$ cat config.mk
export PLATFORM = sky130hd
export DESIGN_NAME = asynchronous_fifo_write_controller
export DESIGN_NICKNAME = d
export VERILOG_FILES = /design/src/rtl/asynchronous_fifo_write_controller_pkg.sv /design/src/rtl/asynchronous_fifo_write_controller_vector_synchronizer.sv /design/src/rtl/asynchronous_fifo_write_controller.sv
export SDC_FILE = /design/constraint.sdc
export NUM_CORES = 1
export LEC_CHECK = 0
export CAP_MARGIN = 25
export CORE_ASPECT_RATIO = 0.75
export CORE_UTILIZATION = 46
export DETAILED_ROUTE_END_ITERATION = 7
export GPL_TIMING_DRIVEN = 1
export PLACE_DENSITY = 0.91
export REMOVE_ABC_BUFFERS = 1
export SETUP_SLACK_MARGIN = 0.02
export SLEW_MARGIN = 20
export SYNTH_ARGS = -nofsm -noshare
export SYNTH_HDL_FRONTEND = slang
export SYNTH_HIERARCHICAL = 1
export SYNTH_SLANG_ARGS = --single-unit
export TNS_END_PERCENT = 20
$ cat constraint.sdc
create_clock -name write_clock -period 7.3 [get_ports write_clock]
set_input_delay 1.46 -clock write_clock [delete_from_list [all_inputs] [get_ports write_clock]]
set_output_delay 1.46 -clock write_clock [all_outputs]
set_load 0.03 [all_outputs]
$ cat src/rtl/asynchronous_fifo_write_controller_pkg.sv
// Shared definitions for the asynchronous FIFO controllers: Gray/binary pointer
// conversion helpers sized for any pointer up to 32 bits wide.
package asynchronous_fifo_write_controller_pkg;

  localparam int POINTER_WORD_WIDTH = 32;

  typedef logic [POINTER_WORD_WIDTH-1:0] pointer_word_t;

  // Zero-extended inputs convert correctly, so callers cast their pointers in and out.
  function automatic pointer_word_t binary_to_gray(input pointer_word_t binary);
    return binary ^ (binary >> 1);
  endfunction

  // Prefix XOR from the MSB down, computed with log2 doubling steps.
  function automatic pointer_word_t gray_to_binary(input pointer_word_t gray);
    pointer_word_t binary;
    binary = gray;
    for (int shift = 1; shift < POINTER_WORD_WIDTH; shift = shift * 2) begin
      binary = binary ^ (binary >> shift);
    end
    return binary;
  endfunction

endpackage

$ cat src/rtl/asynchronous_fifo_write_controller_vector_synchronizer.sv
// Multi-flop synchronizer for a vector whose value changes by at most one bit at
// a time (a Gray pointer); reused by both FIFO controllers.
module vector_synchronizer #(
  parameter int WIDTH  = 1,
  parameter int STAGES = 2
) (
  input  logic             clock,
  input  logic             resetn,
  input  logic [WIDTH-1:0] async_value,
  output logic [WIDTH-1:0] sync_value
);

  logic [WIDTH-1:0] chain [STAGES];

  generate
    if (STAGES < 2) begin : g_bad_stages
      $error("vector_synchronizer needs at least two stages");
    end
  endgenerate

  // NOTE: sequential state uses non-blocking assignments so every flop samples
  // the pre-edge value of its neighbour; blocking here would collapse the chain.
  always_ff @(posedge clock or negedge resetn) begin
    if (!resetn) begin
      for (int i = 0; i < STAGES; i++) chain[i] <= '0;
    end else begin
      chain[0] <= async_value;
      for (int i = 1; i < STAGES; i++) chain[i] <= chain[i-1];
    end
  end

  assign sync_value = chain[STAGES-1];

endmodule

$ cat src/rtl/asynchronous_fifo_write_controller.sv
// Write-side controller of the dual-clock FIFO: drives the RAM write port,
// publishes a registered Gray write pointer and derives full/level/overflow.
module asynchronous_fifo_write_controller
  import asynchronous_fifo_write_controller_pkg::*;
#(
  parameter int WIDTH         = 8,
  parameter int DEPTH         = 16,
  parameter int ADDRESS_WIDTH = $clog2(DEPTH),
  parameter int STAGES        = 2
) (
  input  logic                     write_clock,
  input  logic                     write_resetn,
  input  logic                     write_valid,
  input  logic [WIDTH-1:0]         write_data,
  output logic                     write_ready,
  output logic                     full,
  output logic [ADDRESS_WIDTH:0]   level,
  output logic                     overflow,
  output logic                     memory_write_enable,
  output logic [ADDRESS_WIDTH-1:0] memory_write_address,
  output logic [WIDTH-1:0]         memory_write_data,
  output logic [ADDRESS_WIDTH:0]   write_pointer_gray,
  input  logic [ADDRESS_WIDTH:0]   read_pointer_gray
);

  localparam int POINTER_WIDTH = ADDRESS_WIDTH + 1;

  generate
    if (DEPTH < 2 || (DEPTH & (DEPTH - 1)) != 0) begin : g_bad_depth
      $error("DEPTH must be a power of two and at least 2");
    end
    if ((1 << ADDRESS_WIDTH) != DEPTH) begin : g_bad_address_width
      $error("ADDRESS_WIDTH must equal clog2(DEPTH)");
    end
    if (POINTER_WIDTH > POINTER_WORD_WIDTH) begin : g_bad_pointer_width
      $error("pointer wider than the conversion helpers support");
    end
  endgenerate

  logic [POINTER_WIDTH-1:0] write_pointer;
  logic [POINTER_WIDTH-1:0] write_pointer_next;
  logic [POINTER_WIDTH-1:0] gray_next;
  logic [POINTER_WIDTH-1:0] read_pointer_sync_gray;
  logic [POINTER_WIDTH-1:0] read_pointer_sync;
  logic                     transfer;

  vector_synchronizer #(
    .WIDTH  (POINTER_WIDTH),
    .STAGES (STAGES)
  ) u_read_pointer_sync (
    .clock       (write_clock),
    .resetn      (write_resetn),
    .async_value (read_pointer_gray),
    .sync_value  (read_pointer_sync_gray)
  );

  // The synchronized pointer only ever lags the real one, so level errs high
  // and full releases late, never early.
  assign read_pointer_sync = POINTER_WIDTH'(gray_to_binary(pointer_word_t'(read_pointer_sync_gray)));
  assign level             = write_pointer - read_pointer_sync;
  assign full              = (level == POINTER_WIDTH'(DEPTH));

  assign write_ready = write_resetn && !full;
  assign transfer    = write_valid && write_ready;

  // NOTE: every combinational signal gets a default before any condition so no
  // path leaves it unassigned, which would infer a latch.
  always_comb begin
    write_pointer_next = write_pointer;
    if (transfer) write_pointer_next = write_pointer + 1'b1;
  end

  assign gray_next = POINTER_WIDTH'(binary_to_gray(pointer_word_t'(write_pointer_next)));

  // The Gray pointer is loaded from the next-state value so it is glitch-free
  // at the domain crossing and tracks write_pointer with no extra cycle.
  always_ff @(posedge write_clock or negedge write_resetn) begin
    if (!write_resetn) begin
      write_pointer      <= '0;
      write_pointer_gray <= '0;
      overflow           <= 1'b0;
    end else begin
      write_pointer      <= write_pointer_next;
      write_pointer_gray <= gray_next;
      overflow           <= write_valid && full;
    end
  end

  assign memory_write_enable  = transfer;
  assign memory_write_address = write_pointer[ADDRESS_WIDTH-1:0];
  assign memory_write_data    = write_data;

endmodule

Word level (Yosys, flattened, before mapping)
Cells that the tools add are included.
{"block": "totals", "wordCells": 19, "ff_bits": 21, "inputBits": 16, "output_inout_bits": 26}
{"block": "classes", "addsub": 2, "bitwise": 6, "eq_ne": 1, "muxes": 1, "reduce_logical": 4}
{"op": "bitwise XOR 5 x 1 -> 5 bit (second input constant)", "count": 2}
{"op": "bitwise XOR 5 x 4 -> 5 bit", "count": 2}
{"op": "adder 5 x 1 -> 5 bit (second input constant)", "count": 1}
{"op": "== test 5 bit (second input constant)", "count": 1}
{"op": "two-way mux 5 bit", "count": 1}
{"op": "subtractor 5 bit", "count": 1}
{"op": "bitwise XOR 5 x 1 -> 5 bit", "count": 1}
{"op": "bitwise XOR 5 x 3 -> 5 bit", "count": 1}
{"op": "logical AND 1 bit", "count": 3}
{"op": "logical NOT 1 bit", "count": 1}

Longest topological paths before layout
{"block": "logic_depth", "depth_word": 12, "ltp_mapped": 13, "ltp_nobuf": 12}

Modules after synthesis
Netlist, hierarchy kept.
{"module": "asynchronous_fifo_write_controller", "area_per_inst_um2": 794.5, "seq_area_each_um2": 250.2, "cells_each": 81, "n_inst": 1}
{"module": "vector_synchronizer", "area_per_inst_um2": 287.8, "seq_area_each_um2": 250.2, "cells_each": 15, "n_inst": 1}

Worst setup path after synthesis
Ideal clock, no wire load.
{"block": "synth_timing", "path_kind": "flip-flop to output port", "from": "reg u_read_pointer_sync.chain (netlist bit u_read_pointer_sync/sync_value[4])", "to": "out write_ready", "t_required_ns": 5.840, "stages_incl_launch_ff": 13, "slack_ns": 2.427, "t_arrival_ns": 3.413, "path_buffers": 1, "cell_sequence": "dfrtp_1 -> buf_4 -> xnor2_1 -> xor2_1 -> xor2_1 -> xnor2_1 -> ha_1 -> fa_1 -> xnor2_2 -> nor4_1 -> mux2_4 -> and2_2 -> nor2b_1"}
{"block": "synth_between", "elab_chain_cells": 9}
{"element": "start, declared", "line": "asynchronous_fifo_write_controller_vector_synchronizer.sv:13", "rtl": "logic [WIDTH-1:0] chain [STAGES];"}
{"element": "bitwise XOR 5 x 4 -> 5 bit", "line": "asynchronous_fifo_write_controller_pkg.sv:19", "rtl": "binary = binary ^ (binary >> shift);"}
{"element": "bitwise XOR 5 x 3 -> 5 bit", "line": "asynchronous_fifo_write_controller_pkg.sv:19"}
{"element": "bitwise XOR 5 x 1 -> 5 bit (3 in a row)", "line": "asynchronous_fifo_write_controller_pkg.sv:19"}
{"element": "subtractor 5 bit", "line": "asynchronous_fifo_write_controller.sv:60", "rtl": "assign level = write_pointer - read_pointer_sync;"}
{"element": "via level[2]", "line": "asynchronous_fifo_write_controller.sv:17", "rtl": "output logic [ADDRESS_WIDTH:0] level,"}
{"element": "== test 5 bit", "line": "asynchronous_fifo_write_controller.sv:61", "rtl": "assign full = (level == POINTER_WIDTH'(DEPTH));"}
{"element": "via full", "line": "asynchronous_fifo_write_controller.sv:16", "rtl": "output logic full,"}
{"element": "logical NOT 1 bit", "line": "asynchronous_fifo_write_controller.sv:63", "rtl": "assign write_ready = write_resetn && !full;"}
{"element": "logical AND 1 bit", "line": "asynchronous_fifo_write_controller.sv:63"}
{"element": "end, declared", "line": "asynchronous_fifo_write_controller.sv:15", "rtl": "output logic write_ready,"}
The timed path passes the listed nets, and every way through them passes these cells.

Worst setup path after layout
{"block": "layout_timing", "from": "reg u_read_pointer_sync.chain (netlist bit u_read_pointer_sync/sync_value[4])", "to": "out memory_write_enable"}
{"block": "layout_between", "elab_chain_cells": 10}
{"element": "bitwise XOR 5 x 4 -> 5 bit", "line": "asynchronous_fifo_write_controller_pkg.sv:19"}
{"element": "bitwise XOR 5 x 3 -> 5 bit", "line": "asynchronous_fifo_write_controller_pkg.sv:19"}
{"element": "bitwise XOR 5 x 1 -> 5 bit (3 in a row)", "line": "asynchronous_fifo_write_controller_pkg.sv:19"}
{"element": "subtractor 5 bit", "line": "asynchronous_fifo_write_controller.sv:60"}
{"element": "== test 5 bit", "line": "asynchronous_fifo_write_controller.sv:61"}
{"element": "logical NOT 1 bit", "line": "asynchronous_fifo_write_controller.sv:63"}
{"element": "logical AND 1 bit", "line": "asynchronous_fifo_write_controller.sv:63"}
{"element": "logical AND 1 bit", "line": "asynchronous_fifo_write_controller.sv:64", "rtl": "assign transfer = write_valid && write_ready;"}
{"element": "end, declared", "line": "asynchronous_fifo_write_controller.sv:19", "rtl": "output logic memory_write_enable,"}
No other way between the ends.

==> metrics.txt <==
Netlist cell types=28; FF+latch count, synth=20; pre-CTS setup slack=2.26 ns; Clock power frac=0.086; Top cell by count, worst path=xnor2_1; Post-CTS Resized=0; remaining global-route overflow=0; Power Density=548 nW/um2; largest stage delay on the critical path=about 0.74 ns; Final Cell Area=approximately 1300 um2; Slew Viols, Final=0; Post-synth ARST share=1.00; # diodes=0; post-DP HPWL=approximately 1400 um; worst min path class=register to register; Mapped Cells=96; pin count of the biggest net entering global routing=24; PnR Total Power=roughly 0.00072 W; CTS tree=built; placed instance area=between 1000 and 1500 um2; number of flops mapped to enable cells by yosys=0; Reg clk slew, reported paths=around 0.10 ns; Tcrit/Tclk final=0.733; initial DRC count=12; measured slew at the worst slew-check pin=0.632 ns; Net Sw Power=0.000339 W; final wirelength=about 1800 um; Arr. time, crit path=between 3 and 4 ns; crit path time final=5.35 ns; Switching Fraction=0.474; worst path buffer plus inverter count=1; Post-CTS Setup Bufs=0; Rows=14; Die X=58.0 um; GRT Util Overall=0.165; setup violators final=0; clk sinks=20; hold_buf cts=0; part of the power in registers=0.236; share of layout cells above drive strength 1=0.116; status=finished, violations left; setup slack after layout=between 1.5 and 2 ns; leakage=between 0.5 and 0.6 nW; max_cap viols=0; Critical Path Start Type=register; Pre-Repair DR Iteration Count=7; clock latency on the worst-skew pair=slightly below 0.3 ns; Worst path slowest cell=clkdlybuf4s50_1; syn avg cell area=between 10 and 15 um2; Comb power frac=0.678; initial antenna violation count=0; sequential area share after synthesis=0.462; DR vias=around 700; CP Max Fanout=9; normalized max-slew margin=0.576; Yosys warning count=6; H-tree levels=1; first-pass GRT wire length=roughly 3000 um; final core utilization=0.621; starting density of the core=0.515; core area=2100 um2; Layout Skew=0.00867 ns; CP top delay family=XOR/XNOR gates; NumNets Final=135; Port Buffers=25; failing checks=DRC; vias per cell=5.18; Boundary Pins=42; Die H=around 44 um; Setup crit end kind=output port; RD Place Congestion=0.830; CTS root buf=clkbuf_4; Worst Path Required=5.84 ns; DRC Markers=2; worst setup path category=register to output port; Max rail drop VDD=approximately 0.0002 V; mapped cell area=between 1000 and 1500 um2; Antenna Violating Nets Remaining=0; die area=around 2600 um2; Final Hold Vio Count=0; crit path cell chain=xnor2_1 > xor2_1 > xor2_1 > xnor2_1 > ha_1 > fa_1 > nand2b_1 > a21oi_2 > xnor2_1 > a21oi_4 > clkdlybuf4s50_1; fmax=187 MHz; dominant synthesized flop cell=dfrtp_1; WL/cell=about 13 um; Max Buffers Root-to-Sink=2; Inserted Clock Buffers=3; unrepaired setup endpoints after global routing=no; number of global-route vias before repair=between 600 and 700; final setup TNS=0 ns; Int Pwr=0.000376 W; Layout Area Growth over Synthesis=20.6%
## layer usage
metal	global-route usage	routed length (um)
met2	0.294	939
met3	0.0896	178
met4	0.0286	10
met1	0.177	697
met5	0	0
## synth_stat cells (2+ instances only)
master / count / area share
a21oi_1: 3 / 0.014
o2bb2ai_1: 2 / 0.016
a21oi_2: 2 / 0.016
nor2_1: 4 / 0.014
nand3_1: 3 / 0.014
buf_4: 13 / 0.090
xor2_1: 6 / 0.049
inv_1: 6 / 0.021
mux2i_1: 2 / 0.018
o21ai_0: 2 / 0.0092
dfrtp_1: 20 / 0.46
ha_1: 5 / 0.058
xnor2_1: 10 / 0.081
nand2_1: 4 / 0.014
## metrics by stage
stage          hold slack, ns  std cells
3_5_place_dp            0.335        132
6_report                0.356        136
3_3_place_gp            0.332        132
4_1_cts                 0.360        136
2_1_floorplan           0.331         82
5_1_grt                 0.366        136
## final timing paths
check	from	to	slack, ns	cells after the start
max	u_read_pointer_sync/sync_value[4]$_DFF_PN0_	memory_write_enable	1.95	11
min	u_read_pointer_sync/chain[8]$_DFF_PN0_	u_read_pointer_sync/sync_value[3]$_DFF_PN0_	0.36	0
max reg2reg	u_read_pointer_sync/sync_value[4]$_DFF_PN0_	write_pointer_gray[1]$_DFF_PN0_	3.97	12
min reg2reg	u_read_pointer_sync/chain[8]$_DFF_PN0_	u_read_pointer_sync/sync_value[3]$_DFF_PN0_	0.36	0
max in group asynchronous	write_resetn	u_read_pointer_sync/sync_value[4]$_DFF_PN0_	5.58	2
min in group asynchronous	write_resetn	overflow$_DFF_PN0_	1.50	2
## cells by family after synthesis
family	count (synthesis)	synth area share
AOI/OAI and AO/OA	11	0.0786
DFF	20	0.462
xor gates and xnor gates	17	0.145
buffers and inverters	20	0.114
muxes	3	0.0324
adders and majority gates	6	0.0763
and+or+nand+nor	19	0.0913
## registers in the layout (all words and copies together), names as in the netlist
register / cells
write_pointer: 5
write_pointer_gray: 4
u_read_pointer_sync/chain: 5
overflow: 1
u_read_pointer_sync/sync_value: 5
## placed cells by master (no fill, tap or decap), drive strengths merged, types with 4 or more instances in the layout
| cell | synthesis | routed |
|---|---|---|
| inv | 6 | 6 |
| clkbuf | 1 | 4 |
| nor2 | 4 | 4 |
| clkdlybuf4s50 | 0 | 25 |
| nand2 | 4 | 4 |
| a21oi | 6 | 6 |
| ha | 5 | 5 |
| dfrtp | 20 | 20 |
| xor2 | 6 | 6 |
| xnor2 | 11 | 11 |
## cell type report
| class | count | area [um2] |
|---|---|---|
| tap | 24 | 30.0 |
| sequential | 20 | 500 |
| timing repair buffer | 26 | 258 |
| clock buffer | 4 | 36.3 |
| inverter | 6 | 22.5 |
| fill | 172 | 797 |
| multi-input combinational | 56 | 458 |
## worst reg2reg max path: cells and delay by family, from the launching register on
family | cells | cell delay (ns)
flops | 1 | 0.41
mux | 1 | 0.27
fa+ha+maj | 2 | 0.65
xor+xnor | 6 | 1.26
compound gates | 2 | 0.48
simple gates | 1 | 0.19
## power by group through the flow
stage          Clock (W)  Sequential (W)  Combinational [W]
6_report       0.0000612        0.000169           0.000485
5_1_grt        0.0000700        0.000175           0.000516
4_1_cts        0.0000642        0.000170           0.000489
3_5_place_dp           0        0.000172           0.000486
3_3_place_gp           0        0.000171           0.000471
2_1_floorplan          0        0.000220           0.000271
(Power assumes the default switching activity.)
==> patch, RTL diff (same settings) <==
`STAGES` is set to 2 in 2 places; all go to 4.
--- a/src/rtl/asynchronous_fifo_write_controller_vector_synchronizer.sv
+++ b/src/rtl/asynchronous_fifo_write_controller_vector_synchronizer.sv
@@ -3,5 +3,5 @@
 module vector_synchronizer #(
   parameter int WIDTH  = 1,
-  parameter int STAGES = 2
+  parameter int STAGES = 4
 ) (
   input  logic             clock,
--- a/src/rtl/asynchronous_fifo_write_controller.sv
+++ b/src/rtl/asynchronous_fifo_write_controller.sv
@@ -7,5 +7,5 @@
   parameter int DEPTH         = 16,
   parameter int ADDRESS_WIDTH = $clog2(DEPTH),
-  parameter int STAGES        = 2
+  parameter int STAGES        = 4
 ) (
   input  logic                     write_clock,
Function: changed (a bounded check fails within 4 cycles, from zero or initial values and one cycle with write_resetn low).
==> patch against the unedited design <==
Clock power grew to 3.4 times the old value. Global-route usage shrank 1.1 points. Design area grew 28%. First-iteration DRC count grew to 3.7 times the old value. Routed wire length grew 14%. Highest routed layer unchanged. Sequential cell count grew 10. Critical endpoint unchanged. Total power grew 29%. Setup slack gained 12 ps. Via count grew 17%. Synthesized area grew 23%. Core utilization grew 0.42 points.
==> patch: results (changes against the unedited design) <==
- Status: finished clean
- Clock skew: 3.89 ps (-4.78 ps)
- Area contributors post-synth: dfrtp_1, buf_4, xnor2_1
- Synth cell count leaders: dfrtp_1, buf_4, xnor2_1
- GRT Overall Usage: 0.154 (-0.0113)
- Largest net degree at the start of global routing: 34 (+42%)
- Dpl ws: 2270 ps (+11.8 ps)
- Met3 wire length: 170 um (-4.5%)
- Via/cell ratio: 5.08 (-1.9%)
- DRT Wirelength: 2080 um (+14%)
- Relative slew slack: 0.580 (+0.00400)
- Number of flip-flops in the largest register: 15
- GP Congestion: 0.922 (+11%)
- Ys flop type: dfrtp_1
- Nets: 147 (+8.9%)
- Leak: 0.000732 uW (+30%)
- Maximum vdd drop: 0.205 mV (+0.47%)
- Count of different cell masters after synthesis: 28 (unchanged)
- Later-pin clock latency in the skew report: 270 ps (-20 ps)
- Critical Path AT: 3880 ps (about the same)
- Initial DRC count: 44 (+32)
- WL met2: 981 um (+4.5%)
- Fillers: 205 (+19%)
- Maximum fanout along the worst path: 9 (unchanged)
- Resize count post-CTS: 0 (unchanged)
- Sequential share of the synthesized area: 0.563 (+0.101)
- Setup TNS: 0 ps (unchanged)
- Post-synth ARST share: 1.00 (unchanged)
- First-pass GRT wire length: 3550 um (+16%)
- Vias in the first global route: 814 (+18%)
- Worst hold path stage count: 0 (unchanged)
- Via count: 823 (+17%)
- M1 WL: 855 um (+23%)
- Share of cells above drive strength 1: 0.135 (+0.0188)
- H-tree levels: 2 (+1)
- Initial DRT Pass Iterations: 4 (-3)
- GR Layer Usage met3: 0.0708 (-0.0188)
- Initial antenna violation count: 0 (unchanged)
- DP Wirelength: 1540 um (+8.2%)
- Mean Syn Cell Area: 12.6 sq um (+12%)
- Max clock buf depth: 2 (unchanged)
- Clk slew on worst S/H paths: 60 ps (-40 ps)
- Num CTS Buffers: 5 (+2)
- Cell area after placement: 1530 sq um (+21%)
- Clock root buffer: clkbuf_8
- M1 GR Usage: 0.179 (+0.00248)
- Crit path largest cell delay: 730 ps
- M2 GR Usage: 0.227 (-0.0673)
## patch: kinds of logic (layout without fill, tap and decap cells)
kind of cell,after synthesis,count (layout),share of synthesized area
adder cells (fa/ha/maj),6,6,0.0620
AO/OA/AOI/OAI,11,11,0.0639
AND/OR/NAND/NOR,19,19,0.0742
buffers and inverters,20,40,0.0930
XOR/XNOR,17,17,0.117
multiplexers,3,3,0.0263
flip-flops,30,30,0.563
## patch: cell type report
type | instances | area [sq um] | share of cell area
flip-flops and latches | 30 | 751 | 0.448
clock inverters | 2 | 60.1 | 0.0358
clock buffers | 6 | 82.6 | 0.0493
repair buffers | 26 | 258 | 0.154
well taps | 36 | 45.0 | 0.0269
multi-input cells | 56 | 458 | 0.273
inverters | 6 | 22.5 | 0.0134
## patch: path summary, 6_finish.rpt
| path | startpoint | slack (ps) | to |
|---|---|---|---|
| min in group asynchronous | write_resetn | 1580 | write_pointer[0]$_DFF_PN0_ |
| worst max-delay path | u_read_pointer_sync/sync_value[4]$_DFF_PN0_ | 1960 | memory_write_enable |
| max in group asynchronous | write_resetn | 5440 | u_read_pointer_sync/chain[5]$_DFF_PN0_ |
| worst min-delay path | u_read_pointer_sync/chain[6]$_DFF_PN0_ | 340 | u_read_pointer_sync/sync_value[1]$_DFF_PN0_ |
| worst max register to register | u_read_pointer_sync/sync_value[4]$_DFF_PN0_ | 3950 | write_pointer_gray[0]$_DFF_PN0_ |
| worst min register to register | u_read_pointer_sync/chain[6]$_DFF_PN0_ | 340 | u_read_pointer_sync/sync_value[1]$_DFF_PN0_ |
## patch: report_power, final
group          switching (uW)  total [uW]  internal (uW)  leakage [uW]
Clock                    60.8         206            145     0.0000714
Combinational             282         488            205      0.000307
Sequential               29.5         229            199      0.000353
